### config.mk
export PLATFORM = sky130hd
export DESIGN_NAME = mem_access_ctrl
export DESIGN_NICKNAME = d
export VERILOG_FILES = /design/src/rtl/mem_pkg.sv /design/src/rtl/load_extend.sv /design/src/rtl/mem_access_ctrl.sv
export SDC_FILE = /design/constraint.sdc
export NUM_CORES = 1
export LEC_CHECK = 0
export CORE_MARGIN = 3
export CORE_UTILIZATION = 32
export CTS_CLUSTER_DIAMETER = 60
export DETAILED_ROUTE_END_ITERATION = 8
export DONT_BUFFER_PORTS = 1
export GPL_TIMING_DRIVEN = 0
export SLEW_MARGIN = 20
export SYNTH_ARGS = -nofsm -noshare
export SYNTH_HDL_FRONTEND = slang
export SYNTH_SLANG_ARGS = --single-unit
### constraint.sdc
create_clock -name clk -period 10.1 [get_ports clk]
set_input_delay 1.01 -clock clk [delete_from_list [all_inputs] [get_ports clk]]
set_output_delay 1.01 -clock clk [all_outputs]
set_load 0.02 [all_outputs]
### src/rtl/mem_pkg.sv
// rtl/mem_pkg.sv - shared constants and FSM state type for the memory access controller
package mem_pkg;

  localparam logic [1:0] MODE_BYTE     = 2'b00;
  localparam logic [1:0] MODE_HALFWORD = 2'b01;
  localparam logic [1:0] MODE_WORD     = 2'b10;
  localparam logic [1:0] MODE_ILLEGAL  = 2'b11;

  localparam logic RW_READ  = 1'b1;
  localparam logic RW_WRITE = 1'b0;

  typedef enum logic [2:0] {
    ST_IDLE,
    ST_SETUP,
    ST_ACCESS,
    ST_RELEASE,
    ST_DONE
  } state_t;

endpackage

### src/rtl/load_extend.sv
// rtl/load_extend.sv - zero/sign extension of right-aligned RAM read data
module load_extend
  import mem_pkg::*;
(
  input  logic [1:0]  mode,
  input  logic        sign_ext,
  input  logic [31:0] data,
  output logic [31:0] ext
);

  // widen byte and halfword loads; words and anything else pass through
  always_comb begin
    ext = data;
    case (mode)
      MODE_BYTE:     ext = {{24{sign_ext & data[7]}}, data[7:0]};
      MODE_HALFWORD: ext = {{16{sign_ext & data[15]}}, data[15:0]};
      default:       ext = data;
    endcase
  end

endmodule

### src/rtl/mem_access_ctrl.sv
// rtl/mem_access_ctrl.sv - RAM handshake initiator FSM with timeout; ALIGN_CHECK_EN rejects unaligned accesses
module mem_access_ctrl
  import mem_pkg::*;
#(
  parameter int TIMEOUT_CYCLES = 16,
  parameter int ADDR_W         = 8
) (
  input  logic              clk,
  input  logic              reset,
  input  logic              req,
  input  logic              rw,
  input  logic [1:0]        mode,
  input  logic              sign_ext,
  input  logic [ADDR_W-1:0] addr,
  input  logic [31:0]       wdata,
  output logic              busy,
  output logic              done,
  output logic              err,
  output logic [31:0]       rdata,
  output logic              mem_enable,
  output logic              mem_w_r,
  output logic [1:0]        mem_access_mode,
  output logic [ADDR_W-1:0] mem_address,
  output logic [31:0]       mem_data_out,
  input  logic [31:0]       mem_data_in,
  input  logic              mem_moc
);

  localparam int CNT_W = $clog2(TIMEOUT_CYCLES + 1);
  localparam logic [CNT_W-1:0] CNT_LAST = CNT_W'(TIMEOUT_CYCLES - 1);

  state_t            state;
  logic              lat_rw;
  logic              lat_sext;
  logic [1:0]        lat_mode;
  logic [ADDR_W-1:0] lat_addr;
  logic [31:0]       lat_wdata;
  logic [31:0]       ext_data;
  logic [31:0]       cap_data;
  logic [CNT_W-1:0]  cnt;
  logic              bad_req;

  load_extend u_load_extend (
    .mode     (lat_mode),
    .sign_ext (lat_sext),
    .data     (mem_data_in),
    .ext      (ext_data)
  );

  // requests that complete with err without ever touching the RAM
  always_comb begin
    bad_req = (mode == MODE_ILLEGAL);
`ifdef ALIGN_CHECK_EN
    if (mode == MODE_HALFWORD && addr[0] != 1'b0) bad_req = 1'b1;
    if (mode == MODE_WORD && addr[1:0] != 2'b00) bad_req = 1'b1;
`endif
  end

  // transaction sequencer: drive, wait for MOC, release, complete
  always_ff @(posedge clk or posedge reset) begin
    if (reset) begin
      state           <= ST_IDLE;
      busy            <= 1'b0;
      done            <= 1'b0;
      err             <= 1'b0;
      rdata           <= '0;
      mem_enable      <= 1'b0;
      mem_w_r         <= RW_READ;
      mem_access_mode <= MODE_BYTE;
      mem_address     <= '0;
      mem_data_out    <= '0;
      lat_rw          <= RW_READ;
      lat_sext        <= 1'b0;
      lat_mode        <= MODE_BYTE;
      lat_addr        <= '0;
      lat_wdata       <= '0;
      cap_data        <= '0;
      cnt             <= '0;
    end else begin
      case (state)
        ST_IDLE: begin
          if (req) begin
            lat_rw    <= rw;
            lat_sext  <= sign_ext;
            lat_mode  <= mode;
            lat_addr  <= addr;
            lat_wdata <= wdata;
            busy      <= 1'b1;
            if (bad_req) begin
              done  <= 1'b1;
              err   <= 1'b1;
              state <= ST_DONE;
            end else begin
              state <= ST_SETUP;
            end
          end
        end
        ST_SETUP: begin
          mem_address     <= lat_addr;
          mem_access_mode <= lat_mode;
          mem_w_r         <= lat_rw;
          mem_data_out    <= lat_wdata;
          mem_enable      <= 1'b0;
          cnt             <= '0;
          state           <= ST_ACCESS;
        end
        ST_ACCESS: begin
          if (mem_moc) begin
            if (lat_rw == RW_READ) cap_data <= ext_data;
            mem_enable <= 1'b0;
            cnt        <= '0;
            state      <= ST_RELEASE;
          end else if (cnt == CNT_LAST) begin
            mem_enable <= 1'b0;
            done       <= 1'b1;
            err        <= 1'b1;
            state      <= ST_DONE;
          end else begin
            mem_enable <= 1'b1;
            cnt        <= cnt + 1'b1;
          end
        end
        ST_RELEASE: begin
          mem_enable <= 1'b0;
          if (!mem_moc) begin
            // read data is committed only for a cleanly completed read
            if (lat_rw == RW_READ) rdata <= cap_data;
            done  <= 1'b1;
            state <= ST_DONE;
          end else if (cnt == CNT_LAST) begin
            done  <= 1'b1;
            err   <= 1'b1;
            state <= ST_DONE;
          end else begin
            cnt <= cnt + 1'b1;
          end
        end
        ST_DONE: begin
          done  <= 1'b0;
          err   <= 1'b0;
          busy  <= 1'b0;
          state <= ST_IDLE;
        end
        default: state <= ST_IDLE;
      endcase
    end
  end

endmodule

# == Word-level counts from Yosys, hierarchy flattened ==
# Index checks and enable logic that the tools add are counted.
# W data, S select, Z words.
# totals
elab_cells,72
rom_bits,0
latch_bits,0
in_bits,80
ramBits,0
memories,0
reg_bits,163
# classes
n_eq_ne,11
n_mux,26
n_reduce_logical,14
n_shift,0
bitwise_logic,3
add_sub_neg,1
n_mul,0
div_mod_pow,0
n_lt_le_gt_ge,0
# ops
operator,count
$pmux W32 S2,1
$mux W3,5
$mux W5,3
$pmux W5 S3,1
$pmux W3 S4,1
$mux W1,11
$ne A2 B2 Y1 const B,4
$pmux W1 S4,2
$eq A3 B2 Y1 const B,2
$reduce_and A2 Y1,3
$reduce_and A3 Y1,2
$add A5 B1 Y5 const B,1
$eq A5 B4 Y1 const B,1
$reduce_and A5 Y1,1
$pmux W1 S2,2
$reduce_and A4 Y1,1
$reduce_bool A2 Y1,2
$reduce_bool A4 Y1,1
$eq A3 B1 Y1 const B,1
$eq A3 B3 Y1 const B,1
$logic_not A3 Y1,1
$reduce_bool A3 Y1,1
$and A1 B1 Y1,2
$eq A2 B1 Y1 const B,1
other kinds (4),4

# == Logic depth before layout (Yosys ltp) ==
# logic_depth
depth_word,4
mapped_depth,7
depth_no_buf,5

# == Modules after synthesis ==
# From an unflattened synthesis, not the netlist that was laid out.
# hier_totals
hier_cells,466
area_unflattened_um2,6835.3
# by_module_without_submodules
mod,instances,area_per_inst_um2,seq_area_each_um2,cells_each
mem_access_ctrl,1,6449.9,4081.4,400
load_extend,1,385.4,0.0,66

# == Worst setup path after synthesis ==
# Ideal clock, no wire load.
# synth_timing
kind,input -> register
from,input port mem_moc
to,register rdata[0]
arrival_time_ns,2.024
n_path_buf,2
path_slack_ns,7.951
setup_ns,0.125
cell_stages,5
path_cell_list,and2b_4 and3_4 buf_6 buf_8 mux2_4
# synth_via
elab_chain_cells,2
# synth_lines
item,line_no,rtl
"start, declared",mem_access_ctrl.sv:26,input logic mem_moc
$not A1 Y1 (no line),-,
$reduce_and A3 Y1 (no line),-,
"end signal, assigned",mem_access_ctrl.sv:127,if (lat_rw == RW_READ) rdata <= cap_data;
"end, declared",mem_access_ctrl.sv:19,"output logic [31:0] rdata,"
# No other way between the ends.
# A chain may end at the register's enable or synchronous reset.

# == Worst setup path after layout ==
# layout_timing
from,register mem_w_r
to,output port mem_w_r
# layout_rtl
item,line_no,rtl
"start, declared",mem_access_ctrl.sv:21,"output logic mem_w_r,"
"start signal, assigned",mem_access_ctrl.sv:101,mem_w_r <= lat_rw;
# No word-level cell between the ends.

==> flow_metrics.env <==
export IMPL_status="complete, no violations"
export IMPL_slew_headroom=0.657
export IMPL_die_area_um2=22400
export IMPL_crit_required_ns=9.09
export IMPL_p_leak_nw=3.23
export IMPL_syn_inst=453
export IMPL_swShare=0.348
export IMPL_dpl_cell_area_um2=6960
export IMPL_grt_max_degree=101
export IMPL_synthAdderAreaFrac=0.00190
export IMPL_root_buffer="clkbuf_16"
export IMPL_setup_viol=0
export IMPL_place_ws_ns=7.83
export IMPL_fin_nets=554
export IMPL_synth_top_family_by_area="multiplexers"
export IMPL_synthSimpleGateAreaFrac=0.0550
export IMPL_track_usage=0.129
export IMPL_yosys_area_top_type="dfrtp_1"
export IMPL_timing_worst_setup_path_type="reg2out"
export IMPL_grt_pass1_vias=4050
export IMPL_start_kind="flip-flop"
export IMPL_dr_total_vias=3677
export IMPL_areaGrowthSynthToFinish_pct=14.6
export IMPL_rows=51
export IMPL_die_height_um=150
export IMPL_io_buffers=0
export IMPL_slew_viol_final=0
export IMPL_cp_max_fo=2
export IMPL_drive_gt1_frac=0.381
export IMPL_hold_class="in2async"
export IMPL_grt_overflow_total=0
export IMPL_period_share=0.199
export IMPL_rsz0062_at_grt="false"
export IMPL_diodes=0
export IMPL_syn_nets=534
export IMPL_insertion_delay_ns=0.41
export IMPL_cts_clk_slew_worst_paths_ns=0.06
export IMPL_p_int_mw=1.80
export IMPL_irDropWorstVdd_uv=123
export IMPL_netlist_area_leader_share=0.611
export IMPL_wirelength_mm=14.2
export IMPL_ant_nets=0
export IMPL_pwr_share_seq=0.504
export IMPL_avgViaCountPerCell=4.90
export IMPL_cts_setup_buffers=0
export IMPL_fin_setup_tns_ns=0
export IMPL_final_common_cell="dfrtp_1"
export IMPL_power_density_nw_per_um2=365
export IMPL_fill_cells=1869
export IMPL_synth_compound_area_frac=0.0518
export IMPL_synth_seq_area_share=0.619
export IMPL_cts_max_level=4
export IMPL_fp_dieW_um=150
export IMPL_power_frac_comb=0.260
export IMPL_r2r_setup_slack_ns=8.28
export IMPL_core_um2=19800
export IMPL_finalHoldViolCount=0
export IMPL_arrival_ns=1.00
export IMPL_cts_num_sinks=163
export IMPL_synth_avg_cell_area_um2=14.6
export IMPL_drc=0
export IMPL_cts_max_path_buffers=2
export IMPL_wire_per_inst_um=18.9
export IMPL_antenna_found_initial=0
export IMPL_drt_iter0_drc=74
export IMPL_place_hpwl_mm=10.2
export IMPL_post_cts_resized=0
export IMPL_muxShareOfSynthArea=0.236
export IMPL_cap_viol_max_count=0
export IMPL_crit_reg2reg_launch="state[1]"
export IMPL_postLayoutCellArea_um2=7550
export IMPL_synthXorXnorAreaFrac=0.00133
export IMPL_clkPwrFrac=0.237
export IMPL_synth_distinct_cells=45
export IMPL_final_cell_mix="dfrtp_1 (161), mux2_2 (95), mux2_4 (30)"
export IMPL_p_sw_mw=0.961
export IMPL_num_io_pins=159
export IMPL_worst_slack_ns=8.09
export IMPL_cts_made_buffers=17
export IMPL_gp_congestion=0.762
export IMPL_reg2reg_to="lat_addr[0]"
export IMPL_post_route_util=0.381
export IMPL_r2r_cells=5
export IMPL_skew_ns=0.0104
export IMPL_crit_path_end_kind="output port"
export IMPL_tightest_slew_ns=0.514
export IMPL_fmax_ghz=0.498
export IMPL_cts_hold_buf=0
export IMPL_initial_utilization=0.332
export IMPL_synth_area_leaders="dfrtp_1 (61%), mux2_2 (16%), mux2_4 (6.8%)"
export IMPL_cts_tree="yes"
export IMPL_syn_area_um2=6590
export IMPL_ys_ff_latch=163
export IMPL_detailedRoute_firstPassIterationCount=4
export IMPL_ys_warnings_count=0
export IMPL_grt_pass1_wl_mm=22.4
export IMPL_period_needed_ns=2.01
## flip-flops by register name, summed over array words and instances (netlist names), 2 cells and up
name	count
cap_data	32
lat_wdata	32
mem_data_out	32
rdata	32
lat_addr	8
mem_address	8
cnt	5
state	3
lat_mode	2
mem_access_mode	2
## power groups by stage
stage	Sequential, mW	Combinational (mW)	Clock (mW)
after floorplan	1.32	0.612	0
after global placement	1.38	0.690	0
after detailed placement	1.41	0.727	0
after CTS	1.40	0.728	0.671
after global routing	1.44	0.793	0.699
final	1.39	0.717	0.653
## worst max path at each step
stage | cells past startpoint | slack (ns) | from | end
CTS | 0 | 8.06 | mem_w_r | mem_w_r
global placement | 1 | 3.27 | reset | mem_data_out[5]
global route | 0 | 8.05 | mem_w_r | mem_w_r
finish | 0 | 8.09 | mem_w_r | mem_w_r
detailed placement | 4 | 7.83 | req | lat_addr[3]
floorplan | 1 | 4.69 | reset | busy
## synthesized netlist by cell type, drive strengths merged
| cell type | n |
|---|---|
| a2111oi | 1 |
| a211o | 1 |
| a211oi | 2 |
| a21o | 2 |
| a21oi | 20 |
| a31oi | 16 |
| a41oi | 1 |
| and2 | 1 |
| and2b | 3 |
| and3 | 3 |
| and4b | 1 |
| buf | 24 |
| clkbuf | 3 |
| dfrtp | 161 |
| dfstp | 2 |
| ha | 1 |
| inv | 4 |
| mux2 | 128 |
| nand2 | 22 |
| nand2b | 1 |
| nand3 | 2 |
| nand3b | 2 |
| nand4 | 1 |
| nor2 | 28 |
| nor3 | 5 |
| nor3b | 1 |
| nor4b | 1 |
| nor4bb | 1 |
| o211ai | 1 |
| o21a | 1 |
| o21ai | 7 |
| o2bb2ai | 1 |
| o31ai | 1 |
| or2 | 2 |
| or3 | 1 |
| xnor2 | 1 |
## cell families after synthesis
kind of cell,count (synthesis)
mux,128
flops,163
fa+ha+maj,1
buf+inv,31
xor+xnor,1
compound gates,54
simple gates,75
## layer usage
layer  vias up  global-route usage  routed length (um)
li1       1638                   -                   -
met5         -                   0                   0
met4         0              0.0357                 122
met2       134               0.209                6650
met1      1898               0.147                5680
met3         7              0.0757                1710
## stage by stage
stage | cells | power [mW] | hold WS (ns)
after global routing | 750 | 2.93 | 0.485
final | 750 | 2.76 | 0.477
after global placement | 718 | 2.07 | 0.468
after detailed placement | 719 | 2.13 | 0.480
after CTS | 750 | 2.80 | 0.469
after floorplan | 453 | 1.93 | 0.458
## area by class of cell
cell class                 instances  area [um^2]  area share
multi-input combinational        259         2280       0.302
tap                              265          332      0.0439
clock inverter                     9          130      0.0172
timing repair buffer               1         27.5     0.00364
inverter                           4         22.5     0.00298
buffer                            27          216      0.0287
clock buffer                      22          464      0.0615
sequential                       163         4080       0.540
No activity file was read; power rests on OpenSTA's default activity.
